File: src/rtl/bev_pkg.sv
// Shared types and helpers for the camera-to-framebuffer write path.
// Framebuffer geometry, 3-bit pixel type and capture FSM states.
package bev_pkg;

    localparam int FB_W      = 320;
    localparam int FB_H      = 240;
    localparam int FB_ADDR_W = 17;

    typedef logic [2:0] rgb3_t;

    typedef enum logic [1:0] {
        WAIT_VS,
        VBLANK,
        ACTIVE
    } cap_state_e;

    // Keep only the MSB of each RGB565 channel.
    function automatic rgb3_t rgb565_to_rgb3(
        input logic [7:0] hi,
        input logic [7:0] lo
    );
        return {hi[7], hi[2], lo[4]};
    endfunction

endpackage

File: src/rtl/cam_pixel_pair.sv
// Pairs camera bytes into RGB565 pixels and reduces them to 3-bit colour.
// Flags a line that ends on an unpaired byte.
module cam_pixel_pair
    import bev_pkg::*;
(
    input  logic       clk,
    input  logic       rst_n,
    input  logic       clear,
    input  logic       strobe,
    input  logic       line_end,
    input  logic [7:0] data,
    output logic       pix_valid,
    output logic [2:0] pix_rgb3,
    output logic       pair_err
);

    logic       phase_lo;
    logic [7:0] byte1;

    always_ff @(posedge clk or negedge rst_n) begin
        if (!rst_n) begin
            phase_lo <= 1'b0;
            byte1    <= '0;
        end else if (clear || line_end) begin
            phase_lo <= 1'b0;
        end else if (strobe) begin
            if (!phase_lo) byte1 <= data;
            phase_lo <= ~phase_lo;
        end
    end

    assign pix_valid = strobe & phase_lo & ~clear;
    assign pix_rgb3  = rgb565_to_rgb3(byte1, data);
    assign pair_err  = line_end & phase_lo;

endmodule

File: src/rtl/cam_frame_writer.sv
// Captures a camera RGB565 stream, decimates 2:1 in X and Y and
// writes 3-bit pixels into the framebuffer with frame status pulses.
module cam_frame_writer
    import bev_pkg::*;
#(
    parameter int SRC_W  = 2 * FB_W,
    parameter int SRC_H  = 2 * FB_H,
    parameter int DST_W  = FB_W,
    parameter int DST_H  = FB_H,
    parameter int ADDR_W = FB_ADDR_W
) (
    input  logic              clk,
    input  logic              rst_n,
    input  logic              capture_en,
    input  logic              cam_vsync,
    input  logic              cam_href,
    input  logic              cam_pclk_en,
    input  logic [7:0]        cam_data,
    output logic              wr_en,
    output logic [ADDR_W-1:0] wr_addr,
    output logic [2:0]        wr_data,
    output logic              frame_done,
    output logic              frame_err
);

    localparam int XW = $clog2(SRC_W + 1);
    localparam int YW = $clog2(SRC_H + 1);
    localparam logic [XW-1:0]     X_LIM  = XW'(SRC_W);
    localparam logic [YW-1:0]     Y_LIM  = YW'(SRC_H);
    localparam logic [ADDR_W:0]   A_MAX  = (ADDR_W+1)'(DST_W * DST_H - 1);
    localparam logic [ADDR_W-1:0] A_STEP = ADDR_W'(DST_W);

    cap_state_e        state;
    logic              vs_q;
    logic              href_q;
    logic [XW-1:0]     src_x;
    logic [YW-1:0]     src_y;
    logic [ADDR_W-1:0] line_base;
    logic              line_err;

    logic              active;
    logic              vs_rise;
    logic              vs_fall;
    logic              line_end;
    logic              strobe;
    logic              pix_valid;
    logic [2:0]        pix_rgb3;
    logic              pair_err;
    logic              keep;
    logic [ADDR_W:0]   pix_addr;

    assign active   = (state == ACTIVE);
    assign vs_rise  = cam_vsync & ~vs_q;
    assign vs_fall  = ~cam_vsync & vs_q;
    assign line_end = active & href_q & ~cam_href;
    // vsync rising wins over a byte arriving in the same cycle
    assign strobe   = active & cam_href & cam_pclk_en & ~vs_rise;

    assign keep = ~src_x[0] & ~src_y[0]
                & (src_x < X_LIM) & (src_y < Y_LIM);
    assign pix_addr = {1'b0, line_base}
                    + (ADDR_W+1)'(src_x >> 1);

    cam_pixel_pair u_pair (
        .clk       (clk),
        .rst_n     (rst_n),
        .clear     (~active),
        .strobe    (strobe),
        .line_end  (line_end),
        .data      (cam_data),
        .pix_valid (pix_valid),
        .pix_rgb3  (pix_rgb3),
        .pair_err  (pair_err)
    );

    always_ff @(posedge clk or negedge rst_n) begin
        if (!rst_n) begin
            state      <= WAIT_VS;
            vs_q       <= 1'b0;
            href_q     <= 1'b0;
            src_x      <= '0;
            src_y      <= '0;
            line_base  <= '0;
            line_err   <= 1'b0;
            wr_en      <= 1'b0;
            wr_addr    <= '0;
            wr_data    <= '0;
            frame_done <= 1'b0;
            frame_err  <= 1'b0;
        end else begin
            vs_q       <= cam_vsync;
            href_q     <= cam_href;
            wr_en      <= 1'b0;
            frame_done <= 1'b0;
            frame_err  <= 1'b0;
            unique case (state)
                WAIT_VS: begin
                    if (cam_vsync) state <= VBLANK;
                end
                VBLANK: begin
                    if (vs_fall && capture_en) begin
                        state     <= ACTIVE;
                        src_x     <= '0;
                        src_y     <= '0;
                        line_base <= '0;
                        line_err  <= 1'b0;
                    end
                end
                ACTIVE: begin
                    if (vs_rise) begin
                        state <= VBLANK;
                        if (src_y == Y_LIM && !line_err)
                            frame_done <= 1'b1;
                        else
                            frame_err <= 1'b1;
                    end else begin
                        if (pix_valid) begin
                            if (src_x < X_LIM) src_x <= src_x + 1'b1;
                            if (keep && pix_addr <= A_MAX) begin
                                wr_en   <= 1'b1;
                                wr_addr <= pix_addr[ADDR_W-1:0];
                                wr_data <= pix_rgb3;
                            end
                        end
                        if (line_end) begin
                            src_x <= '0;
                            if (src_y < Y_LIM) begin
                                src_y <= src_y + 1'b1;
                                if (!src_y[0])
                                    line_base <= line_base + A_STEP;
                                // short lines and dangling bytes spoil the frame
                                if (src_x < X_LIM || pair_err)
                                    line_err <= 1'b1;
                            end
                        end
                    end
                end
                default: state <= WAIT_VS;
            endcase
        end
    end

endmodule
File: config.mk
export PLATFORM = sky130hd
export DESIGN_NAME = cam_frame_writer
export DESIGN_NICKNAME = d
export VERILOG_FILES = /design/src/rtl/bev_pkg.sv /design/src/rtl/cam_pixel_pair.sv /design/src/rtl/cam_frame_writer.sv
export SDC_FILE = /design/constraint.sdc
export NUM_CORES = 1
export LEC_CHECK = 0
export CAP_MARGIN = 20
export CELL_PAD_IN_SITES_DETAIL_PLACEMENT = 1
export CELL_PAD_IN_SITES_GLOBAL_PLACEMENT = 1
export CORE_UTILIZATION = 40
export CTS_BUF_LIST = sky130_fd_sc_hd__clkbuf_2
export CTS_CLUSTER_DIAMETER = 120
export CTS_CLUSTER_SIZE = 30
export DETAILED_ROUTE_END_ITERATION = 10
export PLACE_DENSITY = 0.78
export SLEW_MARGIN = 15
export SYNTH_ARGS = -nofsm -noshare
export SYNTH_HDL_FRONTEND = slang
export SYNTH_SLANG_ARGS = --single-unit
File: constraint.sdc
create_clock -name clk -period 2.47 [get_ports clk]
set_clock_uncertainty 0.1 [all_clocks]
set_input_delay 0.494 -clock clk [delete_from_list [all_inputs] [get_ports clk]]
set_output_delay 0.494 -clock clk [all_outputs]
set_load 0.1 [all_outputs]
* Word level (Yosys, flattened, before mapping)
Index checks and enable logic that the tools add are counted.
Word-level totals: bits in registers 73, output and inout port bits 23, logic and storage cells 111
Operators by class: $add $sub $neg 4, magnitude comparators 3, eq/ne operators 13, mux-type cells 39, bitwise logic cells 22, reduce and logical (&&, ||, !) cells 16
Operator list (count):
- 17-bit 2-to-1 mux | 5
- 10-bit 2-to-1 mux | 5
- 9-bit 2-to-1 mux | 4
- 17-bit one-hot mux with 2 select lines | 1
- 10-bit one-hot mux with 2 select lines | 1
- 17-bit by 9-bit adder with 18-bit output | 1
- 18-bit by 17-bit <= comparator with 1-bit output (second input constant) | 1
- 9-bit one-hot mux with 2 select lines | 1
- 17-bit by 9-bit adder with 17-bit output (second input constant) | 1
- 1-bit 2-to-1 mux | 17
- 1-bit bitwise AND | 13
- 6-bit AND reduction | 2
- 10-bit by 1-bit adder with 10-bit output (second input constant) | 1
- 10-bit less-than comparator (second input constant) | 1
- 5-bit AND reduction | 2
- 9-bit by 1-bit adder with 9-bit output (second input constant) | 1
- 9-bit equality test (second input constant) | 1
- 9-bit less-than comparator (second input constant) | 1
- 1-bit inverter | 9
- 2-bit by 1-bit != test with 1-bit output (second input constant) | 4
- 2-bit != test (second input constant) | 4
- 2-bit 2-to-1 mux | 3
- 3-bit by 1-bit != test with 1-bit output (second input constant) | 2
- 2-bit one-hot mux with 3 select lines | 1
- other kinds (10) | 15

* Logic depth before layout (Yosys ltp)
Gate-level depths: netlist of run 1.
word-level depth 10, mapped depth 9, mapped depth without buffers 8

* Modules after synthesis
From an unflattened synthesis of run 1, not the netlist that was laid out.
Second synthesis, totals: cell total of the unflattened synthesis 287, area total of the unflattened synthesis 3078.0 um^2
By module, submodules not included:
- cam_frame_writer | instances 1, cells each 276, area each 2917.8 um^2
- cam_pixel_pair | instances 1, cells each 11, area each 160.2 um^2

* Worst setup path before layout of run 1
Ideal clock, no wire load.
path kind flip-flop to flip-flop, start point register src_x[8], end point register wr_addr[10], arrival 2.233 ns, data required time 2.245 ns, setup slack 0.011 ns, cell stages (with the launch flop) 9, period minus slack after synthesis 2.459 ns, cells stage by stage dfrtp_1 ha_1 a211oi_4 or2_2 a211oi_1 o41ai_2 nand3_1 buf_6 mux2_4
On the way: longest elaborated chain between the ends 5, elaborated cells between the ends (all ways) 7, those cells by class add/sub: 1; order compare: 2; bitwise: 2; reduce/logical: 2
Ends and longest elaborated chain:
- start, declared | line cam_frame_writer.sv:36 | logic [XW-1:0] src_x;
- start signal, assigned | line cam_frame_writer.sv:118 | if (src_x < X_LIM) src_x <= src_x + 1'b1;
- branches (longest 5 deep; another with 17-bit by 9-bit adder with 18-bit output)
- end signal, assigned | line cam_frame_writer.sv:121 | wr_addr <= pix_addr[ADDR_W-1:0];
- end, declared | line cam_frame_writer.sv:20 | output logic [ADDR_W-1:0] wr_addr,
Several ways; the timed one is not identified. A chain may end at the register's enable or synchronous reset.

* Worst setup path in the final report of run 1
start point register src_x[9], end point register wr_addr[10]
The elaborated chain is that of the path after synthesis.

==> summary.md, run 1 <==
| Metric | Value |
|---|---|
| Status | complete, but fails checks |
| Failing checks | setup timing |
| Mean Syn Cell Area | around 11 um^2 |
| Tmin final | approximately 2500 ps |
| Global route overflow | 0 |
| Layout Nets | between 300 and 400 |
| Maximum VDD drop | roughly 350 uV |
| Ratio of cells with drive above 1 in the final layout | a little under a third |
| Endpoints failing setup | 14 |
| Crit Reg-Reg Startpoint | src_x[9] |
| Depth of the CTS H-tree | 3 |
| Cell Rows | 31 |
| Most common flop cell mapped by yosys | dfrtp_1 |
| Clk sink count | slightly above 60 |
| Layout area overhead | 26.8% |
| First-pass GRT wire length | ~14000 um |
| Post-Synthesis Cells | ~300 |
| Pin count of the biggest net entering global routing | 41 |
| Drt wl/cell | roughly 18 um |
| Vias in the first global route | about 2800 |
| IO Count | 37 |
| Worst setup path endpoint | wr_addr[10] |
| Leakage power total | approximately 2.0 nW |
| Main combinational cell family by area after synthesis | simple AND/OR/NAND/NOR gates |
| Inserted Clock Buffers | 9 |
| Port-buffer cells | 31 |
| Placer's final routability congestion estimate | approximately 0.82 |
| Number of flops mapped to enable cells by yosys | 0 |
| P per Cell Area | around 640 nW/um^2 |
| Root buffer selected by CTS | clkbuf_2 |
| Yosys top cell area share | between 40% and 50% |
| CTS tree | yes |
| R2R cell count | 9 |
| Post-Layout Cell Count | around 480 |
| Drt via density | around 5.4 |
| Synth Warn # | 0 |
| Via Count | approximately 2600 |
| Synth cell types | 45 |
| Largest area contributor in the netlist | dfrtp_1 |
| Crit share post-route | 102% |
| Fmax | between 300 and 400 MHz |
| Core Box Area | between 7000 and 8000 um^2 |
| DR pass1 iterations | 4 |
| Final WS setup | -39.3 ps |
| Setup TNS | -248 ps |
| Slew headroom | between 60% and 70% |
| CTS clock-pin slew for the worst setup and hold paths | roughly 200 ps |
| Post-DRT Antenna Nets | 0 |
| Iter 0 DRT Violations | 110 |
| Critical path endpoint category | register |
| Dpl cells | about 450 |
| Post-Synth Simple-Gate Area | 16.8% |
| Clock insertion delay at the later pin of the skew report | about 530 ps |
| Slew Limit Fails | 0 |
| RSZ-0062 raised after global routing | true |
| Post-synthesis mux area share | between 10 and 15% |
| Worst setup SP type | register |
| Die area | 8240 um^2 |
| Ant diodes | 0 |
| Tot GR Track Use | roughly a fifth |
| Post-synthesis xor/xnor area fraction | between 5 and 6% |
| Worst Hold Class | in -> async |
| Worst EP required | 2790 ps |
| Worst Path Arrival | approximately 2800 ps |
| Commonest non-fill, non-tap cell in the layout | dfrtp_1 |
| Die height | approximately 91 um |
| FF+latch count, synth | 61 |
| Antenna violations before repair | 0 |
| DR DRC count | 0 |
| CTS Buffer Depth | 2 |
| # Max-Cap Violations | 0 |
| Register area share after synthesis | about half |
| Synth top area cells | dfrtp_1 48%, mux2_4 8.6%, xnor2_1 3.9%, nor2_1 3.7%, ha_1 3.6% |
| Crit Path Category | reg -> reg |
| Worst-path fanout max | 10 |
| Crit. Startpoint | src_x[9] |
| Reg-to-Reg End | wr_addr[10] |
| Commonest non-fill, non-tap cells in the layout | 61 x dfrtp_1, 58 x buf_4, 30 x nor2_1 |
| Mapped Area | roughly 3200 um^2 |
| Detail Placement HPWL | 5730 um |
| Async S/R FF share, synth | 100% |
| Syn Nets | ~320 |
| Synth Area in Adders | around 3.6% |
| Complex-gate fraction of the synthesized area | 13.1% |
| Worst slew pin tran | between 500 and 600 ps |
| Fin. Hold Viols | 0 |
| Worst reg2reg setup slack | -40 ps |
| Starting Density | 42.3% |
| Die X | around 91 um |
| WL final | approximately 8500 um |
cells by family (layout without fill, tap and decap cells):
| family | count (synthesis) | in the layout |
|---|---|---|
| AOI/OAI and AO/OA | 60 | 60 |
| xor gates and xnor gates | 19 | 19 |
| adders and majority gates | 9 | 9 |
| buffers and inverters | 19 | 98 |
| DFF | 61 | 61 |
| muxes | 22 | 22 |
| and+or+nand+nor | 109 | 109 |
what timing repair did:
item                                    in CTS  in global routing
resized for setup                            7                  9
endpoints found under the setup margin      20                 23
gates cloned                                 1                  1
endpoints found under the hold margin       21                  0
pin swaps                                    4                  3
buffers inserted                             5                  2
hold buffers                                 1                  0
routing by layer:
| layer | routed length [um] | share of wire [%] | up-vias | GRT usage, % |
|---|---|---|---|---|
| li1 | - | - | 1219 | - |
| met1 | 3730 | 44 | 1310 | 26.4 |
| met2 | 4410 | 52 | 47 | 36.2 |
| met3 | 219 | 2.6 | 13 | 4.63 |
| met4 | 134 | 1.6 | 0 | 8.60 |
| met5 | 0 | 0 | - | 0 |
worst max-delay path, stage by stage, from the launching register on:
cell      delay [ps]
dfrtp_1          430
ha_1             330
o21ai_2          140
o31ai_2          330
a211oi_2          70
o41ai_2          270
nand3_2          130
buf_4            180
buf_16           150
mux2_4           290
Yosys cell counts (all sizes together), types with 2 or more instances:
master and count:
xnor2 14, a31oi 2, nor4 2, nand3 16, a211oi 3, nand2b 3, nor2 31, xor2 5
or3 7, a21oi 12, dfrtp 61, and3 7, inv 9, nand4 2, ha 9, nor2b 3
o21ai 21, or2 2, nor3 11, buf 3, mux2 22, clkbuf 7, a22o 7, and4 2
nand2 21, o31ai 3
where the power goes:
group	switching [W]	leakage, nW	internal, W
sequential	0.0000518	0.842	0.00107
combinational	0.000547	1.07	0.000369
clock	0.000398	0.0551	0.000124
final cells by class:
class,count,area [um^2]
tap,99,124
inverter,9,33.8
clock inverter,7,42.5
fill,845,3450
clock buffer,9,45.0
sequential,61,1530
timing repair buffer,73,636
multi-input combinational,219,1590
state kept, by name, summed over array words and instances (netlist names):
name and flops:
line_err 1, vs_q 1, state 2, line_base 11, wr_addr 17, frame_err 1, wr_en 1, u_pair.phase_lo 1
frame_done 1, src_x 10, href_q 1, src_y 9, u_pair.byte1 2, wr_data 3
metrics by stage:
stage          total power (W)  util (%)  area, um^2  hold WS, ps  worst slack (ps)
2_1_floorplan          0.00164         -        3150         98.4              11.1
3_3_place_gp           0.00198      50.1        3730          385             -47.1
3_5_place_dp           0.00203      50.1        3730          394              -124
4_1_cts                0.00256      52.8        3930          336              7.81
5_1_grt                0.00274      53.7        4000          342              -149
6_report               0.00256      53.7        4000          356             -39.3
worst min path at each step:
stage / start / endpoint / slack (ps) / cells past startpoint
finish: rst_n / wr_addr[3] / 360 / 2
CTS: cam_href / href_q / 340 / 1
floorplan: rst_n / frame_done / 100 / 0
global placement: line_err / line_err / 390 / 2
global route: cam_href / href_q / 340 / 1
detailed placement: line_err / line_err / 390 / 2
(Power assumes the default switching activity.)
==> run 2: changes to the inputs <==
--- a/config.mk
+++ b/config.mk
@@ -8,13 +8,14 @@
 export CAP_MARGIN = 20
 export CELL_PAD_IN_SITES_DETAIL_PLACEMENT = 1
 export CELL_PAD_IN_SITES_GLOBAL_PLACEMENT = 1
+export CORE_MARGIN = 8
 export CORE_UTILIZATION = 40
 export CTS_BUF_LIST = sky130_fd_sc_hd__clkbuf_2
 export CTS_CLUSTER_DIAMETER = 120
 export CTS_CLUSTER_SIZE = 30
 export DETAILED_ROUTE_END_ITERATION = 10
 export PLACE_DENSITY = 0.78
-export SLEW_MARGIN = 15
+export SLEW_MARGIN = 20
 export SYNTH_ARGS = -nofsm -noshare
 export SYNTH_HDL_FRONTEND = slang
 export SYNTH_SLANG_ARGS = --single-unit
==> summary.md, run 2 (synthesized netlist as in run 1, its figures left out) <==
| Metric | Value |
|---|---|
| Status | complete, but fails checks |
| Failing checks | setup timing |
| Root buffer selected by CTS | clkbuf_2 |
| Crit-path cells | ha_4 > a211oi_4 > or2_4 > a211oi_2 > o41ai_2 > nand3_2 > buf_6 > mux2_4 |
| Detail Placement HPWL | approximately 5600 um |
| CTS Buffer Depth | 2 |
| Starting Density | about two fifths |
| Die height | approximately 100 um |
| Max reg flops | 17 |
| Commonest non-fill, non-tap cell in the layout | dfrtp_1 |
| Critical Path Max Stage Delay | around 460 ps |
| Layout Nets | roughly 390 |
| Depth of the CTS H-tree | 3 |
| CTS tree | yes |
| Tmin final | 2610 ps |
| Placer's final routability congestion estimate | approximately 0.77 |
| # Max-Cap Violations | 0 |
| Die X | around 100 um |
| Pin count of the biggest net entering global routing | 41 |
| Register area | ~1500 um^2 |
| Tot GR Track Use | roughly 15% |
| Post-Layout Cell Count | between 400 and 500 |
| Worst Path Arrival | between 2000 and 3000 ps |
| Ratio of cells with drive above 1 in the final layout | between 20% and 30% |
| Worst slew pin tran | about 560 ps |
| Iter 0 DRT Violations | 112 |
| Biggest regs | wr_addr x17, line_base x11, src_x x10 |
| CTS clock-pin slew for the worst setup and hold paths | between 200 and 250 ps |
| First-pass GRT wire length | approximately 13000 um |
| Crit share post-route | 106% |
| P per Cell Area | about 700 nW/um^2 |
| Via Count | roughly 2500 |
| Worst Hold Class | in -> async |
| Critical path endpoint category | register |
| Post-DRT Antenna Nets | 0 |
| Fmax | 383 MHz |
| Crit Path Category | reg -> reg |
| Vias in the first global route | 2692 |
| Worst-path fanout max | 10 |
| Total chip power | 0.00276 W |
| Final WS setup | -142 ps |
| Port-buffer cells | 31 |
| Finished Cell Area | just under 4000 um^2 |
| DR DRC count | 0 |
| Delay-heaviest family, CP | compound AO/OA/AOI/OAI gates |
| Ant diodes | 0 |
| Antenna violations before repair | 0 |
| Placed cell areas | around 3700 um^2 |
| Cell Rows | 32 |
| Global route overflow | 0 |
| Filler instances | just under 900 |
| Most flops, register | wr_addr |
| Maximum VDD drop | between 300 and 400 uV |
| Worst EP required | 2760 ps |
| DR pass1 iterations | 4 |
| Endpoints failing setup | 19 |
| Clock insertion delay at the later pin of the skew report | ~500 ps |
| Inserted Clock Buffers | 9 |
| Dpl cells | approximately 450 |
| Fin. Hold Viols | 0 |
| Drt via density | between 5 and 6 |
| Drt wl/cell | 17.7 um |
| IO Count | 37 |
| Slowest-stage cell, CP | dfrtp_1 |
| Core Box Area | 7690 um^2 |
| Leakage power total | 1.92 nW |
| Final core area utilization | between 50% and 60% |
| WL final | approximately 8400 um |
| Slew headroom | 62.5% |
| Worst setup SP type | register |
| Clk sink count | 61 |
| Die area | 11000 um^2 |
| Commonest non-fill, non-tap cells in the layout | 61 x dfrtp_1, 52 x buf_4, 31 x nor2_1 |
| Slew Limit Fails | 0 |
| Area of the multi-input gates | about 1600 um^2 |
| Buf/Inv on CP | 1 |
| RSZ-0062 raised after global routing | true |
| Layout area overhead | 25.1% |
run 2: per-stage QoR:
stage               hold slack, ps  setup slack, ps  TNS (ps)
floorplan                     98.4             11.1         0
global placement               385             2.13         0
detailed placement             398            -37.8      -523
CTS                            352            -13.7     -80.6
global route                   328             -210     -3270
finish                         376             -142     -2050
run 2: worst paths after layout:
check / from / to / slack [ps] / cells past startpoint
setup / recovery: src_x[8] / wr_data[2] / -140 / 8
setup reg to reg: src_x[8] / wr_data[2] / -140 / 8
max in group asynchronous: rst_n / line_base[8] / 1260 / 3
hold / removal: rst_n / src_x[2] / 380 / 2
min in group clk: cam_href / href_q / 400 / 1
hold reg to reg: line_err / line_err / 430 / 2
run 2: cell type report:
class | count | share of cell area [%]
Inverter | 9 | 0.857
Multi-Input combinational cell | 219 | 40.1
Tap cell | 102 | 3.24
Clock inverter | 7 | 2.51
Sequential cell | 61 | 38.7
Clock buffer | 9 | 1.14
Timing Repair Buffer | 65 | 13.4
run 2: report_power, final:
part	switching [W]	internal, W
sequential	0.0000538	0.00107
clock	0.000418	0.000340
combinational	0.000525	0.000354
total	0.000996	0.00176
run 2: repair_timing:
item,4_1_cts,5_1_grt
buffers inserted,1,1
gates cloned,0,1
resized for setup,1,14
pin swaps,1,2
hold buffers,1,0
hold endpoints to repair,21,0
endpoints found under the setup margin,18,22
run 2: metal layers:
metal / up-vias / global-route usage, % / share of wire, %
li1: 1201 / - / -
met2: 39 / 25.3 / 52
met5: - / 0 / 0
met3: 10 / 4.42 / 4.0
met4: 0 / 5.20 / 1.1
met1: 1293 / 17.4 / 42
run 2: worst register-to-register path: cells and delay by family, from the launching register on:
family / cells / cell delay, ps
AOI/OAI and AO/OA: 3 / 760
adders and majority gates: 1 / 270
buffers and inverters: 1 / 220
DFF: 1 / 460
muxes: 1 / 300
and+or+nand+nor: 2 / 400
==> run 3: changes to the inputs <==
--- a/config.mk
+++ b/config.mk
@@ -5,7 +5,6 @@
 export SDC_FILE = /design/constraint.sdc
 export NUM_CORES = 1
 export LEC_CHECK = 0
-export CAP_MARGIN = 20
 export CELL_PAD_IN_SITES_DETAIL_PLACEMENT = 1
 export CELL_PAD_IN_SITES_GLOBAL_PLACEMENT = 1
 export CORE_MARGIN = 8
==> results of run 3 <==
Final layout, timing and power as in run 2 (identical DEF).
